### src/rtl/iob_ptfloat_pack.sv
// pt-float packer: normalizes an (exponent, two's-complement mantissa) pair,
// handles subnormals and saturation, and encodes it with the minimal ew field
// and round-to-nearest-even.
module iob_ptfloat_pack #(
  parameter int unsigned DATA_W = 32,
  parameter int unsigned EW_W   = 4,
  parameter int unsigned EW_MAX = 2**EW_W - 1,
  parameter int unsigned F_W    = DATA_W - EW_W,
  parameter int unsigned MAN_W  = F_W + 1,
  parameter int unsigned EXP_W  = EW_MAX + 2
) (
  input  logic              clk_i,
  input  logic              rst_i,
  input  logic              cke_i,
  input  logic              start_i,
  input  logic [EXP_W-1:0]  exp_i,
  input  logic [MAN_W-1:0]  man_i,
  output logic              busy_o,
  output logic              done_o,
  output logic [DATA_W-1:0] data_o
);

  // Internal exponent carries two guard bits so normalization cannot wrap.
  localparam int unsigned XW = EXP_W + 2;
  localparam int unsigned RW = MAN_W + 1;
  localparam int unsigned SW = $clog2(F_W + 1);
  localparam logic signed [XW-1:0] EMIN   = XW'(-(2**EW_MAX - 2));
  localparam logic signed [XW-1:0] EMAX_N = XW'(2**EW_MAX - 1);

  typedef enum logic [2:0] {IDLE, NORM, SUB, ENC, DONE} state_t;

  state_t               state, state_n;
  logic [MAN_W-1:0]     man_q, man_d;
  logic signed [XW-1:0] exp_q, exp_d;
  logic                 zero_q, zero_d, sub_q, sub_d;
  logic                 busy_d, done_d;
  logic [DATA_W-1:0]    data_d;

  logic                 norm_ok, man_zero, sub_zero, sub_ones, sub_last;
  logic [MAN_W-1:0]     man_asr;
  logic signed [XW-1:0] exp_inc, exp_dec, exp_ext;

  assign exp_ext  = {{(XW-EXP_W){exp_i[EXP_W-1]}}, exp_i};
  assign norm_ok  = man_q[MAN_W-1] ^ man_q[MAN_W-2];
  assign man_zero = (man_q == '0);
  assign man_asr  = {man_q[MAN_W-1], man_q[MAN_W-1:1]};
  assign exp_inc  = exp_q + XW'(1);
  assign exp_dec  = exp_q - XW'(1);
  assign sub_zero = (man_asr == '0);
  assign sub_ones = &man_asr;
  assign sub_last = sub_ones || (exp_inc == EMIN);

  logic [XW-1:0]        mag, fld_s;
  logic [EW_W-1:0]      ew;
  logic [SW-1:0]        fsh;
  logic [F_W-1:0]       fld, frac, payload;
  logic [RW-1:0]        m_ext, low_mask, dropped, half, back;
  logic signed [RW-1:0] kept, rounded;
  logic                 rnd_up, sat, ovf_pos, ovf_neg;
  logic [DATA_W-1:0]    enc_word;

  // Encoder: ew selection, field extraction, RNE rounding and overflow detect.
  always_comb begin
    mag = exp_q[XW-1] ? XW'(-exp_q) : exp_q;
    ew  = '0;
    for (int i = 0; i < int'(XW); i++) begin
      if (mag[i]) ew = EW_W'(i + 1);
    end
    if (sub_q) ew = EW_W'(EW_MAX);
    fld_s    = (!exp_q[XW-1] && (exp_q != '0)) ? exp_q : exp_dec;
    fld      = F_W'(fld_s) & ((F_W'(1) << ew) - F_W'(1));
    fsh      = SW'(F_W) - SW'(ew);
    m_ext    = {man_q[MAN_W-1], man_q};
    kept     = $signed(m_ext) >>> ew;
    low_mask = (RW'(1) << ew) - RW'(1);
    dropped  = m_ext & low_mask;
    half     = (ew == '0) ? '0 : (RW'(1) << (ew - EW_W'(1)));
    rnd_up   = (ew != '0) && ((dropped > half) || ((dropped == half) && kept[0]));
    rounded  = kept + RW'(rnd_up);
    back     = rounded << ew;
    frac     = back[F_W-1:0] >> ew;
    sat      = !zero_q && !sub_q && (exp_q > EMAX_N);
    ovf_pos  = !zero_q && !sat && !sub_q && (back[RW-1] != back[RW-2]);
    ovf_neg  = !zero_q && !sat && !sub_q && !ovf_pos && (back[RW-2] == back[RW-3]);
    payload  = frac;
    if (!sub_q) payload = payload | (fld << fsh);
    if (zero_q) begin
      enc_word = {F_W'(0), EW_W'(EW_MAX)};
    end else if (sat) begin
      if (man_q[MAN_W-1]) enc_word = {{EW_MAX{1'b1}}, {(F_W-EW_MAX){1'b0}}, EW_W'(EW_MAX)};
      else                enc_word = '1;
    end else begin
      enc_word = {payload, ew};
    end
  end

  // State register.
  always_ff @(posedge clk_i) begin
    if (rst_i)      state <= IDLE;
    else if (cke_i) state <= state_n;
  end

  // Next-state logic.
  always_comb begin
    state_n = state;
    case (state)
      IDLE:    if (start_i) state_n = NORM;
      NORM: begin
        if (man_zero)     state_n = ENC;
        else if (norm_ok) state_n = (exp_q < EMIN) ? SUB : ENC;
      end
      SUB:     if (sub_zero || sub_last) state_n = ENC;
      ENC:     if (!(ovf_pos || ovf_neg)) state_n = DONE;
      DONE:    state_n = IDLE;
      default: state_n = IDLE;
    endcase
  end

  // Datapath and output next values.
  always_comb begin
    man_d  = man_q;
    exp_d  = exp_q;
    zero_d = zero_q;
    sub_d  = sub_q;
    data_d = data_o;
    case (state)
      IDLE: begin
        if (start_i) begin
          man_d  = man_i;
          exp_d  = exp_ext;
          zero_d = 1'b0;
          sub_d  = 1'b0;
        end
      end
      NORM: begin
        if (man_zero) begin
          zero_d = 1'b1;
        end else if (!norm_ok) begin
          man_d = {man_q[MAN_W-2:0], 1'b0};
          exp_d = exp_dec;
        end
      end
      SUB: begin
        man_d = man_asr;
        exp_d = exp_inc;
        if (sub_zero) begin
          zero_d = 1'b1;
        end else if (sub_ones) begin
          exp_d = EMIN;
          sub_d = 1'b1;
        end else if (sub_last) begin
          sub_d = 1'b1;
        end
      end
      ENC: begin
        if (ovf_pos) begin
          man_d = MAN_W'(1) << (MAN_W - 2);
          exp_d = exp_inc;
        end else if (ovf_neg) begin
          man_d = MAN_W'(1) << (MAN_W - 1);
          exp_d = exp_dec;
        end else begin
          data_d = enc_word;
        end
      end
      default: ;
    endcase
    busy_d = (state_n == NORM) || (state_n == SUB) || (state_n == ENC);
    done_d = (state_n == DONE);
  end

  // Datapath and output registers.
  always_ff @(posedge clk_i) begin
    if (rst_i) begin
      man_q  <= '0;
      exp_q  <= '0;
      zero_q <= 1'b0;
      sub_q  <= 1'b0;
      busy_o <= 1'b0;
      done_o <= 1'b0;
      data_o <= '0;
    end else if (cke_i) begin
      man_q  <= man_d;
      exp_q  <= exp_d;
      zero_q <= zero_d;
      sub_q  <= sub_d;
      busy_o <= busy_d;
      done_o <= done_d;
      data_o <= data_d;
    end
  end

endmodule

### config.mk
export PLATFORM = sky130hd
export DESIGN_NAME = iob_ptfloat_pack
export DESIGN_NICKNAME = d
export VERILOG_FILES = /design/src/rtl/iob_ptfloat_pack.sv
export SDC_FILE = /design/constraint.sdc
export NUM_CORES = 1
export LEC_CHECK = 0
export BUFFER_PORTS_ARGS = -buffer_cell sky130_fd_sc_hd__buf_2
export CAP_MARGIN = 5
export CORE_MARGIN = 4
export CORE_UTILIZATION = 39
export CTS_BUF_LIST = sky130_fd_sc_hd__clkbuf_8
export DETAILED_ROUTE_END_ITERATION = 6
export PLACE_DENSITY = 0.53
export SLEW_MARGIN = 30
export SYNTH_ARGS = -nofsm -noshare
export SYNTH_HDL_FRONTEND = slang
export SYNTH_SLANG_ARGS = --single-unit
### constraint.sdc
create_clock -name clk_i -period 11.2 [get_ports clk_i]
set_input_delay 2.24 -clock clk_i [delete_from_list [all_inputs] [get_ports clk_i]]
set_output_delay 2.24 -clock clk_i [all_outputs]
set_load 0.02 [all_outputs]
### Word-level counts from Yosys, hierarchy flattened

Cells that the tools add are included.

* logic and storage cells: 146
* register bits after elaboration: 87
* input bits: 50
* output and inout bits: 34

* shift-type cells: 7
* bitwise logic cells: 7
* add/subtract/negate cells: 8
* magnitude comparators: 3
* reduce and logical (&&, ||, !) cells: 37
* muxes and demuxes: 56
* equal/unequal tests: 19

Operator list (count)
* two-way mux 19 bit: 9
* two-way mux 29 bit: 5
* case mux 29 bit (4 select lines): 1
* two-way mux 4 bit: 19
* case mux 19 bit (4 select lines): 1
* two-way mux 32 bit: 2
* << shifter 1 x 4 -> 30 bit (first input constant): 2
* zero test 29 bit: 2
* adder 30 x 1 -> 30 bit: 1
* bitwise AND 30 bit: 1
* equality test 30 bit: 1
* greater-than comparator 30 bit: 1
* two-way mux 30 bit: 1
* << shifter 30 x 4 -> 30 bit: 1
* >>> shifter 29 x 4 -> 30 bit: 1
* subtractor 30 x 2 -> 30 bit (second input constant): 1
* bitwise AND 19 x 28 -> 28 bit: 1
* two-way mux 28 bit: 1
* bitwise OR 28 bit: 1
* AND reduction 28 bit: 1
* << shifter 1 x 4 -> 28 bit (first input constant): 1
* << shifter 28 x 5 -> 28 bit: 1
* >> shifter 28 x 4 -> 28 bit: 1
* subtractor 28 x 1 -> 28 bit (second input constant): 1
* other kinds (36): 80

### Depth between registers and ports, before layout

Gate-level depths: netlist (run 1).

* depth after elaboration: 42
* mapped depth: 59
* gate-level depth less buffers: 45

### Least setup slack after synthesis (run 1)

No wires, ideal clock.

* kind: register -> register
* from: reg exp_q[0]
* to: reg man_q[27]
* path buffers: 13
* arrival time: 11.369 ns
* stages on the path, launching flop included: 54
* setup time: 0.131 ns
* path slack: -0.300 ns
* period minus slack after synthesis: 11.500 ns
* data required time: 11.069 ns
* cell sequence: dfxtp_1 clkbuf_1 inv_1 ha_1 or4_1 a211o_1 and3_1 nand4_1 buf_4 a21oi_4 buf_4 nor2_1 clkbuf_1 buf_1 clkbuf_1 buf_1 clkbuf_1 buf_1 (+18 left out) ha_1 ha_1 inv_1 nor4_1 a32o_1 nand2_1 or3_4 or3_1 nand3_1 nand4_1 a221oi_2 nand2_1 xnor2_2 a311oi_2 buf_4 a21oi_1 mux2i_1 nor2_1

* longest elaborated chain between the ends: 38
* elaborated cells between the ends (all ways): 53
* classes of those cells: 4 x add/sub; 2 x order compare; 4 x eq/ne; 4 x shift; 24 x mux; 1 x bitwise; 14 x reduce/logical

RTL lines
* from (decl): RTL line 34 `logic signed [XW-1:0] exp_q, exp_d;`
* from (signal assigned): RTL line 184 `exp_q <= exp_d;`
* parallel branches: the longest is 38 deep, another holds negation 19 bit
* to (signal assigned): RTL line 183 `man_q <= man_d;`
* to (decl): RTL line 33 `logic [MAN_W-1:0] man_q, man_d;`

Parallel ways; which one is timed is not known.
A chain may end at the register's enable or synchronous reset.

### Worst setup path after layout (run 1)

* from: reg exp_q[4]
* to: reg exp_q[8]

* longest elaborated chain between the ends: 34
* elaborated cells between the ends (all ways): 56
* classes of those cells: 6 x add/sub; 2 x order compare; 4 x eq/ne; 4 x shift; 25 x mux; 1 x bitwise; 14 x reduce/logical

RTL lines
* parallel branches: the longest is 34 deep, another holds negation 19 bit

Parallel ways; which one is timed is not known. The select of a mux whose other input is x is not followed.

==> results_dict.tcl, run 1 <==
set metrics [dict create \
    status "finished with violations" \
    failed_checks "design-rule violations" \
    syn_inst 2387 \
    critPathArrivalTime_ps 10680 \
    r2r_slack_ps 860 \
    whs_endpoint "data_o[13]" \
    report.final.setup_viol 0 \
    cts.sink_count 87 \
    leakage_nw 6.15 \
    synth_area_per_cell_um2 6.57 \
    rows 73 \
    drtAntennaViolNets 0 \
    cts_setup_buffers 0 \
    ys_top_cells_by_area "dfxtp_1, nand2_1, nor2_1, o21ai_0, a21oi_1" \
    grt_pass1_wl_um 116000 \
    final_util_pct 42.4 \
    start_util_pct 39.5 \
    async_reset_ff_share_pct 0 \
    ir_drop_uv 161 \
    worstReg2RegStart "exp_q[4]" \
    end_kind "flop" \
    clkTransAtPathRegs_ps 110 \
    drc_errors 2 \
    gp_congestion 1.03 \
    layout-drive-gt1-share_pct 14.0 \
    fin_skew_ps 20.4 \
    finalCriticalPeriod_ps 10340 \
    syn2layout_area_growth_pct 7.45 \
    yosys.cell_count.top_type "nand2_1" \
    die_y_um 209 \
    cpMaxStageDelayCell "or4_1" \
    cts_tree "built" \
    rsz0062_at_grt "no" \
    synth-edff-count 0 \
    clk_latency_ps 430 \
    synthFlopType "dfxtp_1" \
    reg2regPathDepth 44 \
    dr_total_vias 20000 \
    drt_iter0_markers 2764 \
    whs_path_depth 2 \
    drv_cap 0 \
    regToRegEndpoint "exp_q[8]" \
    required_ps 11540 \
    worst_path_largest_cell_delay_ps 720 \
    yosysTopAreaCell "dfxtp_1" \
    start_kind "flop" \
    wl_um 77300 \
    fmax_ghz 0.0967 \
    cts_buffer_depth 2 \
    slew_headroom_pct 24.2 \
    holdCritPathClass "flop to flop" \
    grt_pass1_vias 18400 \
    htreeDepth 3 \
    via_per_inst 6.95 \
    worst_slew_pin_slew_ps 1130 \
    fillers 4293 \
    fin_crit_sh_pct 92.4 \
    worstPathMaxFanout 20 \
    final-hold-violation-count 0 \
    synth_area_mm2 0.0157 \
    cts_root_buf "clkbuf_8" \
    final_nets 2431 \
    coreArea_mm2 0.0397 \
    dp.final_hpwl_um 57500 \
    synth.distinct_cells 114 \
    die_area_mm2 0.0435 \
    io_pins 84 \
    hp-start "data_o[13]" \
    p_total_w 0.00643 \
    synthDominantCellAreaShare_pct 11.1 \
    die_x_um 209 \
    yosys-top-cells-count "nand2_1, nor2_1, o21ai_0" \
    yosysSeqAreaShare_pct 11.1 \
    grt_overflow 0 \
    grtUsageTotal_pct 33.5 \
    grt_max_degree 67 \
    antenna_found_initial 0 \
    ys_warn_count 0 \
    crit_type "flop to flop" \
    wl_per_cell_um 26.8 \
    port_buffers 83 \
    first_pass_iters 7 \
    numCtsBuffers 9 \
    postSynthNetCount 2468 \
    synth_seq_cells 87 \
    power_density_mw_per_mm2 381 \
    final_max_slew_viol_count 0 \
    fin_tns_setup_ps 0 \
]
[cells by family (layout without fill, tap and decap cells)]
| family | count (synthesis) | count (layout) | share of synthesized area [%] |
|---|---|---|---|
| simple gates | 1005 | 1005 | 31.5 |
| compound gates | 848 | 848 | 39.5 |
| buf+inv | 295 | 263 | 7.87 |
| flops | 87 | 87 | 11.1 |
| mux | 69 | 69 | 4.64 |
| xor+xnor | 52 | 52 | 2.95 |
| fa+ha+maj | 31 | 31 | 2.47 |
| other cells | 0 | 1 | 0 |
[final cells by class]
type | count | area [µm²] | share of cell area (%)
clock inverters | 6 | 67.6 | 0.401
diodes | 1 | 2.50 | 0.0148
clock buffers | 10 | 138 | 0.817
repair buffers | 184 | 1200 | 7.10
inverters | 63 | 236 | 1.40
multi-input cells | 2005 | 12800 | 76.0
flip-flops and latches | 87 | 1740 | 10.3
well taps | 525 | 657 | 3.90
[worst max path at each step]
stage                        start          to  slack [ps]  depth (start not counted)
after floorplan           exp_q[0]   exp_q[12]          30                         53
after global placement    exp_q[1]    exp_q[8]         980                         47
after detailed placement  exp_q[1]    exp_q[8]         740                         48
after CTS                 exp_q[1]    exp_q[8]         700                         48
after global routing      exp_q[4]  data_o[15]          30                         43
final                     exp_q[4]    exp_q[8]         860                         44
[where the power goes]
| part | switching (W) | total [W] | internal [W] |
|---|---|---|---|
| Clock | 0.000143 | 0.000254 | 0.000111 |
| Sequential | 0.0000809 | 0.000415 | 0.000334 |
| Combinational | 0.00396 | 0.00576 | 0.00180 |
[metrics by stage]
step	worst slack [ps]	hold slack, ps	area, µm²	instances
final	855	460	16900	2881
after global routing	25.8	491	16900	2880
after detailed placement	739	444	16600	2864
after floorplan	31.2	455	15700	2387
after global placement	975	436	16600	2863
after CTS	699	467	16800	2880
[state kept, by name (all words and copies together), names as in the netlist]
signal and flops:
data_o 32, man_q 29, exp_q 19, state 3
busy_o 1, done_o 1, sub_q 1, zero_q 1
[critical path, delay by kind of cell (launching register included)]
family | cells | cell delay [ps]
xor+xnor | 3 | 760
mux | 1 | 300
simple gates | 15 | 3570
flops | 1 | 460
fa+ha+maj | 4 | 1010
buf+inv | 5 | 960
compound gates | 16 | 3190
[what timing repair did]
action | CTS | global route
resized for setup | 0 | 6
hold buffers | 0 | 0
endpoints found under the setup margin | 0 | 65
[layer usage]
layer	wire (µm)	up-vias	GRT usage, %
met5	0	-	0
met4	3720	0	14.5
met3	7940	238	6.59
met2	33300	1303	50.6
met1	32300	9466	46.3
li1	-	9016	-
[cells in the final DEF (no fill, tap or decap), drive strengths merged, types with 25 or more instances in the layout]
cell type,instances
mux2i,51
nor4,41
o22ai,35
ha,31
a21oi,129
nand2,301
a31oi,35
nor2,272
a211oi,79
buf,184
nor3,73
and2,31
nand4,52
a222oi,30
xnor2,46
dfxtp,87
o211ai,42
o21ai,182
nand3,90
inv,65
and3,34
a221oi,25
(Power assumes the default switching activity.)
==> inputs of run 2 (changes only) <==
--- a/config.mk
+++ b/config.mk
@@ -8,10 +8,10 @@
 export BUFFER_PORTS_ARGS = -buffer_cell sky130_fd_sc_hd__buf_2
 export CAP_MARGIN = 5
 export CORE_MARGIN = 4
-export CORE_UTILIZATION = 39
+export CORE_UTILIZATION = 36
 export CTS_BUF_LIST = sky130_fd_sc_hd__clkbuf_8
 export DETAILED_ROUTE_END_ITERATION = 6
-export PLACE_DENSITY = 0.53
+export PLACE_DENSITY = 0.5
 export SLEW_MARGIN = 30
 export SYNTH_ARGS = -nofsm -noshare
 export SYNTH_HDL_FRONTEND = slang
==> run 2 against run 1 <==
The flow still finishes with violations (design-rule violations); sequential share of layout area shrank 0.084 points; final area grew 0.82%; global-route usage shrank 1.6 points; first-iteration DRC count shrank 2.8%; worst setup slack lost 240 ps; flip-flop and latch count is the same; combinational power is essentially flat; wire length grew 2.0%; critical path type unchanged; largest power group unchanged.
==> results_dict.tcl, run 2 (synthesis results as in run 1) <==
set metrics [dict create \
    status "finished with violations" \
    failed_checks "design-rule violations" \
    rows 76 \
    regToRegEndpoint "data_o[19]" \
    cts.sink_count 87 \
    stdcell_count 2942 \
    coreArea_mm2 0.0431 \
    ctsHoldBuffers 0 \
    leakage_nw 6.17 \
    grt_pass1_vias 18800 \
    dp.final_hpwl_um 58500 \
    layout-drive-gt1-share_pct 14.3 \
    clkTransAtPathRegs_ps 100 \
    place_ws_ps 431 \
    reg2regPathDepth 44 \
    cpMaxStageDelayCell "or4_1" \
    end_kind "flop" \
    antenna_found_initial 2 \
    holdCritPathClass "flop to flop" \
    ff_latch_area_mm2 0.00174 \
    fin_tns_setup_ps 0 \
    slew_headroom_pct 30.8 \
    dp.cells 2922 \
    crit_type "flop to flop" \
    die_area_mm2 0.0470 \
    drc_errors 1 \
    antenna_cells 0 \
    report.final.setup_viol 0 \
    worstPathMaxFanout 31 \
    critPathLaunch "exp_q[6]" \
    final_max_slew_viol_count 0 \
    r2r_slack_ps 620 \
    largest_reg_flops 32 \
    final_nets 2434 \
    wl_per_cell_um 26.8 \
    cts_root_buf "clkbuf_8" \
    final_cell_mix "nand2_1, nor2_1, o21ai_0" \
    grt_overflow 0 \
    largest_registers "data_o x32, man_q x29, exp_q x19" \
    worst_path_largest_cell_delay_ps 710 \
    die_y_um 217 \
    multiInputGateArea_mm2 0.0128 \
    fillers 4702 \
    grtUsageTotal_pct 31.9 \
    dr_total_vias 20300 \
    io_pins 84 \
    drt_iter0_markers 2687 \
    via_per_inst 6.90 \
    start_kind "flop" \
    power_density_mw_per_mm2 378 \
    ir_drop_uv 172 \
    p_total_w 0.00642 \
    numCtsBuffers 9 \
    gp_congestion 1.00 \
    drv_cap 0 \
    start_util_pct 36.4 \
    finalCriticalPeriod_ps 10580 \
    path_delay_family "compound AO/OA/AOI/OAI gates" \
    port_buffers 83 \
    fmax_ghz 0.0945 \
    cts_buffer_depth 2 \
    fin_skew_ps 26.4 \
    wl_um 78800 \
    path_common_cell "ha_1" \
    regMostFlops "data_o" \
    cts_tree "built" \
    grt_pass1_wl_um 119000 \
    worst_slew_pin_slew_ps 1030 \
    final-hold-violation-count 0 \
    critPathBufInv 4 \
    critPathArrivalTime_ps 10900 \
    drtAntennaViolNets 0 \
    worstReg2RegStart "exp_q[6]" \
    fin_crit_sh_pct 94.5 \
    cp.depth 44 \
    htreeDepth 3 \
    grt_max_degree 67 \
    crit_path_end "data_o[19]" \
    worst_slack_ps 617 \
    final_common_cell "nand2_1" \
    die_x_um 217 \
    required_ps 11520 \
    syn2layout_area_growth_pct 8.33 \
    clk_latency_ps 440 \
    first_pass_iters 7 \
]
[run 2: cell count changes in the layout (fill, tap and decap cells not counted), moves of 2 or more]
cell / delta
buf_12: +2
clkinv_4: +2
o21ai_1: -2
o21ai_2: +2
[run 2: final cells by class]
cell class,count,share of cell area [%]
multi-input combinational,2005,75.6
inverter,63,1.39
timing repair buffer,187,7.37
tap,585,4.31
clock inverter,4,0.177
clock buffer,11,0.891
sequential,87,10.3
[run 2: layer usage]
metal	vias to the layer above	GRT usage (%)	share of wire, %
li1	9025	-	-
met1	9620	44.2	42
met2	1369	48.4	43
met3	285	5.84	10
met4	2	13.8	4.6
met5	-	0	0.014
[run 2: power by group]
group / leakage, nW / total, W / internal, W / switching, W
registers: 0.711 / 0.000415 / 0.000334 / 0.0000804
clock network: 0.0972 / 0.000233 / 0.0000924 / 0.000141
logic: 5.36 / 0.00577 / 0.00181 / 0.00396
[run 2: repair_timing]
item | in CTS | in global routing
endpoints found under the setup margin | 0 | 82
resized for setup | 0 | 13
setup buffers | 0 | 4
[run 2: worst min path at each step]
| stage | start | end | slack, ps | depth (start not counted) |
|---|---|---|---|---|
| 2_1_floorplan | zero_q | zero_q | 460 | 2 |
| 3_3_place_gp | data_o[19] | data_o[19] | 430 | 1 |
| 3_5_place_dp | data_o[4] | data_o[4] | 440 | 2 |
| 4_1_cts | data_o[4] | data_o[4] | 460 | 2 |
| 5_1_grt | data_o[19] | data_o[19] | 490 | 1 |
| 6_report | data_o[4] | data_o[4] | 460 | 2 |
[run 2: tightest hold or removal path, stage by stage (launching register included)]
cell     delay [ps]
dfxtp_1         330
nand2_1          40
o21ai_0          50
[run 2: metrics by stage]
step | utilization, % | hold slack (ps) | instance area [µm²]
global placement | 38.7 | 433 | 16700
finish | 39.5 | 455 | 17000
floorplan | - | 455 | 15700
CTS | 39.1 | 460 | 16900
global route | 39.5 | 487 | 17000
detailed placement | 38.7 | 440 | 16700
